<file path="src/rtl/score_display_mux.sv">
// Two-player BCD score display scanner: four multiplexed active-low 7-seg digits with dead time.
// Optional macro LEADING_ZERO_BLANK_EN blanks a zero tens digit while keeping its scan slot.
module score_display_mux #(
  parameter int REFRESH_DIV = 50000,
  parameter int DEAD_CYCLES = 4
) (
  input  logic       clock,
  input  logic       reset_n,
  input  logic [7:0] score_a_bcd,
  input  logic [7:0] score_b_bcd,
  input  logic       update,
  output logic       update_ack,
  output logic [6:0] seg,
  output logic [3:0] dig_en
);

  localparam int CNT_W = ($clog2(REFRESH_DIV) > 8) ? $clog2(REFRESH_DIV) : 8;
  localparam logic [CNT_W-1:0] SHOW_LAST  = CNT_W'(REFRESH_DIV - 1);
  localparam logic [CNT_W-1:0] BLANK_LAST = CNT_W'(DEAD_CYCLES - 1);

  typedef enum logic {BLANK, SHOW} state_t;

  state_t           state, state_next;
  logic [CNT_W-1:0] cnt, cnt_next;
  logic [1:0]       idx, idx_next;
  logic [7:0]       shadow_a, shadow_b, active_a, active_b;
  logic             pending;
  logic             transfer;
  logic [3:0]       nibble;
  logic [6:0]       seg_next;
  logic [3:0]       dig_en_next;

  function automatic logic [6:0] decode(input logic [3:0] n);
    case (n)
      4'd0:    decode = 7'b1000000;
      4'd1:    decode = 7'b1111001;
      4'd2:    decode = 7'b0100100;
      4'd3:    decode = 7'b0110000;
      4'd4:    decode = 7'b0011001;
      4'd5:    decode = 7'b0010010;
      4'd6:    decode = 7'b0000010;
      4'd7:    decode = 7'b1111000;
      4'd8:    decode = 7'b0000000;
      4'd9:    decode = 7'b0010000;
      default: decode = 7'b0111111;
    endcase
  endfunction

  // Outputs are computed for the upcoming state so they can be registered without extra latency.
  always_comb begin
    state_next  = state;
    cnt_next    = cnt + 1'b1;
    idx_next    = idx;
    transfer    = 1'b0;
    nibble      = 4'd0;
    seg_next    = 7'h7F;
    dig_en_next = 4'hF;

    case (state)
      BLANK: begin
        if (cnt == BLANK_LAST) begin
          state_next = SHOW;
          cnt_next   = '0;
        end
      end
      SHOW: begin
        if (cnt == SHOW_LAST) begin
          state_next = BLANK;
          cnt_next   = '0;
          idx_next   = idx + 2'd1;
          transfer   = 1'b1;
        end
      end
      default: begin
        state_next = BLANK;
        cnt_next   = '0;
      end
    endcase

    case (idx_next)
      2'd0:    nibble = active_a[3:0];
      2'd1:    nibble = active_a[7:4];
      2'd2:    nibble = active_b[3:0];
      default: nibble = active_b[7:4];
    endcase

    if (state_next == SHOW) begin
      dig_en_next = ~(4'b0001 << idx_next);
      seg_next    = decode(nibble);
`ifdef LEADING_ZERO_BLANK_EN
      if (idx_next[0] && (nibble == 4'd0)) seg_next = 7'h7F;
`else
      seg_next = seg_next;
`endif
    end
  end

  // Active scores only change on the SHOW-to-BLANK edge, so a lit digit never changes mid-slot.
  always_ff @(posedge clock) begin
    if (!reset_n) begin
      state      <= BLANK;
      cnt        <= '0;
      idx        <= 2'd0;
      pending    <= 1'b0;
      update_ack <= 1'b0;
      seg        <= 7'h7F;
      dig_en     <= 4'hF;
      shadow_a   <= 8'h00;
      shadow_b   <= 8'h00;
      active_a   <= 8'h00;
      active_b   <= 8'h00;
    end else begin
      state      <= state_next;
      cnt        <= cnt_next;
      idx        <= idx_next;
      seg        <= seg_next;
      dig_en     <= dig_en_next;
      update_ack <= transfer && pending;
      if (transfer && pending) begin
        active_a <= shadow_a;
        active_b <= shadow_b;
      end
      if (update) begin
        shadow_a <= score_a_bcd;
        shadow_b <= score_b_bcd;
        pending  <= 1'b1;
      end else if (transfer) begin
        pending  <= 1'b0;
      end
    end
  end

endmodule

</file>
<file path="config.mk">
export PLATFORM = sky130hd
export DESIGN_NAME = score_display_mux
export DESIGN_NICKNAME = d
export VERILOG_FILES = /design/src/rtl/score_display_mux.sv
export SDC_FILE = /design/constraint.sdc
export NUM_CORES = 1
export LEC_CHECK = 0
export BUFFER_PORTS_ARGS = -buffer_cell sky130_fd_sc_hd__buf_2
export CAP_MARGIN = 20
export CORE_ASPECT_RATIO = 1.25
export CORE_UTILIZATION = 57
export CTS_CLUSTER_DIAMETER = 80
export DETAILED_ROUTE_END_ITERATION = 6
export PLACE_DENSITY = 0.78
export SLEW_MARGIN = 20
export SYNTH_ARGS = -nofsm -noshare
export SYNTH_HDL_FRONTEND = slang
export SYNTH_SLANG_ARGS = --single-unit
</file>
<file path="constraint.sdc">
create_clock -name clock -period 3.63 [get_ports clock]
set_input_delay 1.089 -clock clock [delete_from_list [all_inputs] [get_ports clock]]
set_output_delay 1.089 -clock clock [all_outputs]
set_load 0.005 [all_outputs]
</file>
==> results of run 1 <==
[layout make-up]
| cell class | count | area, sq um |
|---|---|---|
| fill | 403 | 1540 |
| multi-input combinational | 214 | 1420 |
| sequential | 64 | 1280 |
| clock buffer | 14 | 183 |
| timing repair buffer | 31 | 158 |
| tap | 60 | 75.1 |
| inverter | 10 | 37.5 |
| clock inverter | 2 | 35.0 |
[cells by family (layout without fill, tap and decap cells)]
logic type | after synthesis | count (layout) | synth area share, %
AO/OA/AOI/OAI | 37 | 37 | 10.6
XOR/XNOR | 17 | 17 | 5.61
adder cells (fa/ha/maj) | 4 | 4 | 1.80
buffers and inverters | 23 | 57 | 3.14
flip-flops | 64 | 64 | 46.0
multiplexers | 20 | 20 | 7.18
AND/OR/NAND/NOR | 136 | 136 | 25.7
[sequential cells by signal, summed over array words and instances, names as in the netlist]
register    count
shadow_a        8
state           1
active_a        8
pending         1
seg             7
dig_en          4
shadow_b        8
idx             2
update_ack      1
cnt            16
active_b        8
[layer usage]
layer | up-vias | share of wire [%] | routed length, microns
met5 | - | 0 | 0
met3 | 17 | 3.5 | 181
li1 | 1088 | - | -
met1 | 960 | 45 | 2320
met4 | 0 | 4.0 | 206
met2 | 60 | 47 | 2440
[power groups by stage]
stage               combinational, mW  sequential (mW)  clock (mW)
CTS                            0.0722            0.736       0.662
global route                   0.0791            0.738       0.691
detailed placement             0.0721            0.751           0
finish                         0.0713            0.735       0.650
floorplan                      0.0494            0.749           0
global placement               0.0704            0.750           0
[how the worst max path moves through the flow]
stage | end | cells after the start
5_1_grt | seg[3] | 8
6_report | seg[3] | 8
3_3_place_gp | seg[3] | 8
4_1_cts | seg[3] | 8
2_1_floorplan | seg[3] | 8
3_5_place_dp | seg[3] | 8
[per-stage QoR]
step / cells / util [%] / hold WS (ns) / total power, mW / setup WS, ns
finish: 395 / 67.4 / 0.451 / 1.46 / 0.437
floorplan: 301 / - / 0.413 / 0.799 / 0.694
global placement: 379 / 62.8 / 0.426 / 0.821 / 0.512
CTS: 395 / 67.4 / 0.459 / 1.47 / 0.432
global route: 395 / 67.4 / 0.475 / 1.51 / 0.153
detailed placement: 379 / 62.8 / 0.449 / 0.823 / 0.462
[cells in the final DEF (no fill, tap or decap), types with 3 or more instances in the layout]
cell      synthesis  routed
dfxtp_1          64      64
clkbuf_8          0      13
and3_1            6       6
a21boi_0         18      18
or3_1             3       3
buf_2             1      30
nand3_1          12      12
xnor2_1           8       8
o2111a_1          3       3
xor2_1            8       8
nand3b_1          5       5
nor2b_1          18      18
ha_1              4       4
nor2_1           25      25
nand4_1           4       4
nor4_1            3       3
mux2i_1          20      20
o21ai_0           5       5
nand2_1          46      46
inv_1             9       9
==> flow_summary.ini, run 1 <==
[run_status]
outcome = finished with violations
violations = design-rule violations

[logic_synthesis]
syn_area_per_cell_sq_um = 9.26
yosys_most_used_dff = dfxtp_1
syn_nets = 324
synthTopCellsByArea = dfxtp_1 46%, mux2i_1 7.2%, nand2_1 6.2%, a21boi_0 4.8%, nor2b_1 4.0%
synth_seq_cells = 64
yosysWarnings = 0
synth.most_common_cell = dfxtp_1
synth_edf_count = 0
synth_area_sq_mm = 0.00279
yosysTopAreaCell = dfxtp_1
synth_cell_types = 44
yosysSeqAreaShare_pct = 46.0
async_flop_share_pct = 0
synth_commonest_cells = 64 x dfxtp_1, 46 x nand2_1, 25 x nor2_1
synth_top_area_share_pct = 46.0
netlist_instances = 301

[timing]
slew-limit-headroom_pct = 48.8
min_period_ns = 3.19
fmax_mhz = 313
post-route-period-util_pct = 88.0
worst_pin_slew_ns = 0.762
hold_viol = 0
setup_viol = 0
rsz0062_at_grt = false
tns_ns = 0
skew_ns = 0.00517
slew_violations = 0

[cts]
hold_buffers = 0
post_cts_buffers = 0
clock_path_buffers = 2
cts_tree = built
ctsRootBufferMaster = clkbuf_8
cts_buffers = 9
cts-resized-gates = 0
path_clk_slew_ns = 0.07
htreeDepth = 3
cts_sinks = 64
worstSkewPairLatency_ns = 0.34

[setup_path]
cp.arrival_ns = 3.42
cp_data_required_time_ns = 3.86
critical_path_class = reg2reg
crit_start = cnt[11]
rr_worst_depth = 8
crit_buf_inv = 1
crit_chain = or4_4 > nor4_4 > mux2i_1 > a222oi_1 > inv_2 > ha_1 > o21ai_0 > a211o_2
r2r-start = cnt[11]
ff2ff_setup_slack_ns = 0.44
slowest_stage = a222oi_1
end_kind = flop
worst_r2r_endpoint = seg[3]
critical_path.top_delay_family = simple AND/OR/NAND/NOR gates
max_stage_delay_ns = 0.60
cp-start-kind = flop
path_max_fanout = 6

[grt]
grt_pass1_wl_mm = 8.79
grt_usage_pct = 22.8
grt_max_degree = 39
grt_util_met3_pct = 3.98
met1_usage_pct = 26.0
grt_busiest_layer = met2
grt_overflow = 0
grt_antenna_before_repair = 0
gr-usage-met2_pct = 37.3
first_global_vias = 2002

[pwr]
leakagePower_nw = 1.23
ir_worst_vdd_uv = 378
sw_frac_of_total_pct = 20.9
p_int_mw = 1.15
power.share.clock_pct = 44.6
combPwrFrac_pct = 4.9
p_seq_share_pct = 50.5
power_density_mw_per_mm2 = 457
p_sw_mw = 0.304

[die]
core_area_sq_mm = 0.00473
die_x_microns = 64.5
die_h_microns = 80.2
die-area_sq_mm = 0.00517
num_rows = 28
initial_core_util_pct = 58.9
io_pins = 31

[drt]
drtIter0Drc = 122
dr_total_vias = 2125
wirelength_mm = 5.15
drt-pass1-iter-count = 6
wl_per_cell_microns = 13.0
drtAntennaViolNets = 0
viasPerCell = 5.38
drcViolationCount = 1

[placement]
postPlaceCellArea_sq_mm = 0.00297
hpwl_mm = 3.64
gp_congestion = 0.828
port_buffers = 30

[hold_path]
hold_path.class = reg2reg
holdPathStages = 1
worstHoldStart = cnt[0]
worstHoldEndpoint = cnt[0]

[job]
max_cap_viol_count = 0

[layout]
antenna_cells = 0
final_cell_area_sq_mm = 0.00319
drive_gt1_share_pct = 18.5
nets = 353
area_growth_pct = 14.4
No activity file was read; power rests on OpenSTA's default activity.
==> run 2, diff against run 1 <==
--- a/config.mk
+++ b/config.mk
@@ -11,7 +11,7 @@
 export CORE_UTILIZATION = 57
 export CTS_CLUSTER_DIAMETER = 80
 export DETAILED_ROUTE_END_ITERATION = 6
-export PLACE_DENSITY = 0.78
+export PLACE_DENSITY = 0.76
 export SLEW_MARGIN = 20
 export SYNTH_ARGS = -nofsm -noshare
 export SYNTH_HDL_FRONTEND = slang
==> flow_summary.ini, run 2 (synthesized netlist as in run 1, its figures left out) <==
[die]
die_h_microns = 80.2
io_pins = 31
die-area_sq_mm = 0.00517
num_rows = 28
die_x_microns = 64.5
initial_core_util_pct = 58.9
core_area_sq_mm = 0.00473

[layout]
area_growth_pct = 12.5
multiInputGateArea_sq_mm = 0.00142
top_register = cnt
drive_gt1_share_pct = 18.2
most-common-layout-cells = 64 x dfxtp_1, 46 x nand2_1, 30 x buf_2
instances_no_fill = 395
fill_cells = 419
final_cell_area_sq_mm = 0.00313
area.sequential_sq_mm = 0.00128
nets = 353
antenna_cells = 0
largest_register_ffs = 16
final_common_cell = dfxtp_1

[timing]
hold_viol = 0
rsz0062_at_grt = false
skew_ns = 0.00679
slew-limit-headroom_pct = 53.0
worst_pin_slew_ns = 0.699
post-route-period-util_pct = 89.3
fmax_mhz = 308
tns_ns = 0
min_period_ns = 3.24
setup_viol = 0
slew_violations = 0
fin_ws_ns = 0.387

[placement]
postPlaceCellArea_sq_mm = 0.00297
gp_congestion = 0.836
dp_slack_ns = 0.389
hpwl_mm = 3.61
port_buffers = 30
dp_cells = 379

[cts]
cts_sinks = 64
post_cts_buffers = 0
cts_buffers = 9
hold_buffers = 0
cts-resized-gates = 0
htreeDepth = 3
path_clk_slew_ns = 0.06
clock_path_buffers = 2
ctsRootBufferMaster = clkbuf_8
cts_tree = built
worstSkewPairLatency_ns = 0.34

[grt]
grt_max_degree = 39
grt_pass1_wl_mm = 8.70
grt_usage_pct = 22.8
grt_overflow = 0
grt_antenna_before_repair = 0
first_global_vias = 2011

[pwr]
ir_worst_vdd_uv = 299
power_mw = 1.32
power_density_mw_per_mm2 = 422
leakagePower_nw = 1.21

[setup_path]
crit_buf_inv = 1
cp.arrival_ns = 3.47
end_kind = flop
cp_data_required_time_ns = 3.86
crit_chain = or4_4 > nor4_4 > mux2i_1 > a222oi_1 > inv_2 > ha_1 > o21ai_0 > a211o_2
critical_path_class = reg2reg
r2r-start = cnt[10]
worst_r2r_endpoint = seg[3]
ff2ff_setup_slack_ns = 0.39
cp-start-kind = flop
critical_path.top_delay_family = simple AND/OR/NAND/NOR gates
path_max_fanout = 6
slowest_stage = a222oi_1
rr_worst_depth = 8
max_stage_delay_ns = 0.64

[drt]
dr_total_vias = 2112
wirelength_mm = 5.11
viasPerCell = 5.35
wl_per_cell_microns = 12.9
drtIter0Drc = 186
drt-pass1-iter-count = 5
drtAntennaViolNets = 0
drcViolationCount = 0

[run_status]
outcome = completed

[job]
max_cap_viol_count = 0

[hold_path]
worstHoldEndpoint = cnt[0]
hold_path.class = reg2reg
holdPathStages = 1
worstHoldStart = cnt[0]
==> run 2: changes by cell type in the layout (fill, tap and decap cells not counted) <==
cell	change
clkbuf_1	+1
clkbuf_8	-3
clkinv_2	+3
bufinv_16	-1
==> run 2: final cells by class <==
| class | instances | share of cell area [%] |
|---|---|---|
| sequential | 64 | 40.9 |
| inverter | 10 | 1.20 |
| tap | 60 | 2.40 |
| multi-input combinational | 214 | 45.2 |
| timing repair buffer | 31 | 5.03 |
| clock buffer | 12 | 4.63 |
| clock inverter | 4 | 0.639 |
==> run 2: how the worst max path moves through the flow <==
| stage | from | endpoint | slack, ns | cells after the start |
|---|---|---|---|---|
| 2_1_floorplan | cnt[10] | seg[3] | 0.69 | 8 |
| 3_3_place_gp | cnt[10] | seg[3] | 0.51 | 8 |
| 3_5_place_dp | cnt[11] | seg[3] | 0.39 | 8 |
| 4_1_cts | cnt[10] | seg[3] | 0.37 | 8 |
| 5_1_grt | cnt[11] | seg[3] | 0.17 | 8 |
| 6_report | cnt[10] | seg[3] | 0.39 | 8 |
==> run 2: layer usage <==
layer | wire, microns | track usage [%] | vias up
li1 | - | - | 1083
met1 | 2260 | 25.6 | 964
met2 | 2480 | 36.4 | 55
met3 | 241 | 6.25 | 10
met4 | 119 | 16.9 | 0
met5 | 0 | 0 | -
==> run 2: through the flow <==
step | utilization, % | hold slack [ns]
2_1_floorplan | - | 0.413
3_3_place_gp | 62.8 | 0.428
3_5_place_dp | 62.8 | 0.435
4_1_cts | 66.3 | 0.450
5_1_grt | 66.3 | 0.483
6_report | 66.3 | 0.443
==> run 2: worst register-to-register path: stages, from the launching register on <==
cell and delay (ns):
dfxtp_1 0.33, or4_4 0.58, nor4_4 0.54, mux2i_1 0.23
a222oi_1 0.64, inv_2 0.13, ha_1 0.32, o21ai_0 0.08
a211o_2 0.28
==> run 2: where the power goes <==
part	total, mW	internal [mW]	switching (mW)
logic	0.0704	0.0364	0.0340
clock network	0.516	0.262	0.254
registers	0.735	0.724	0.0110
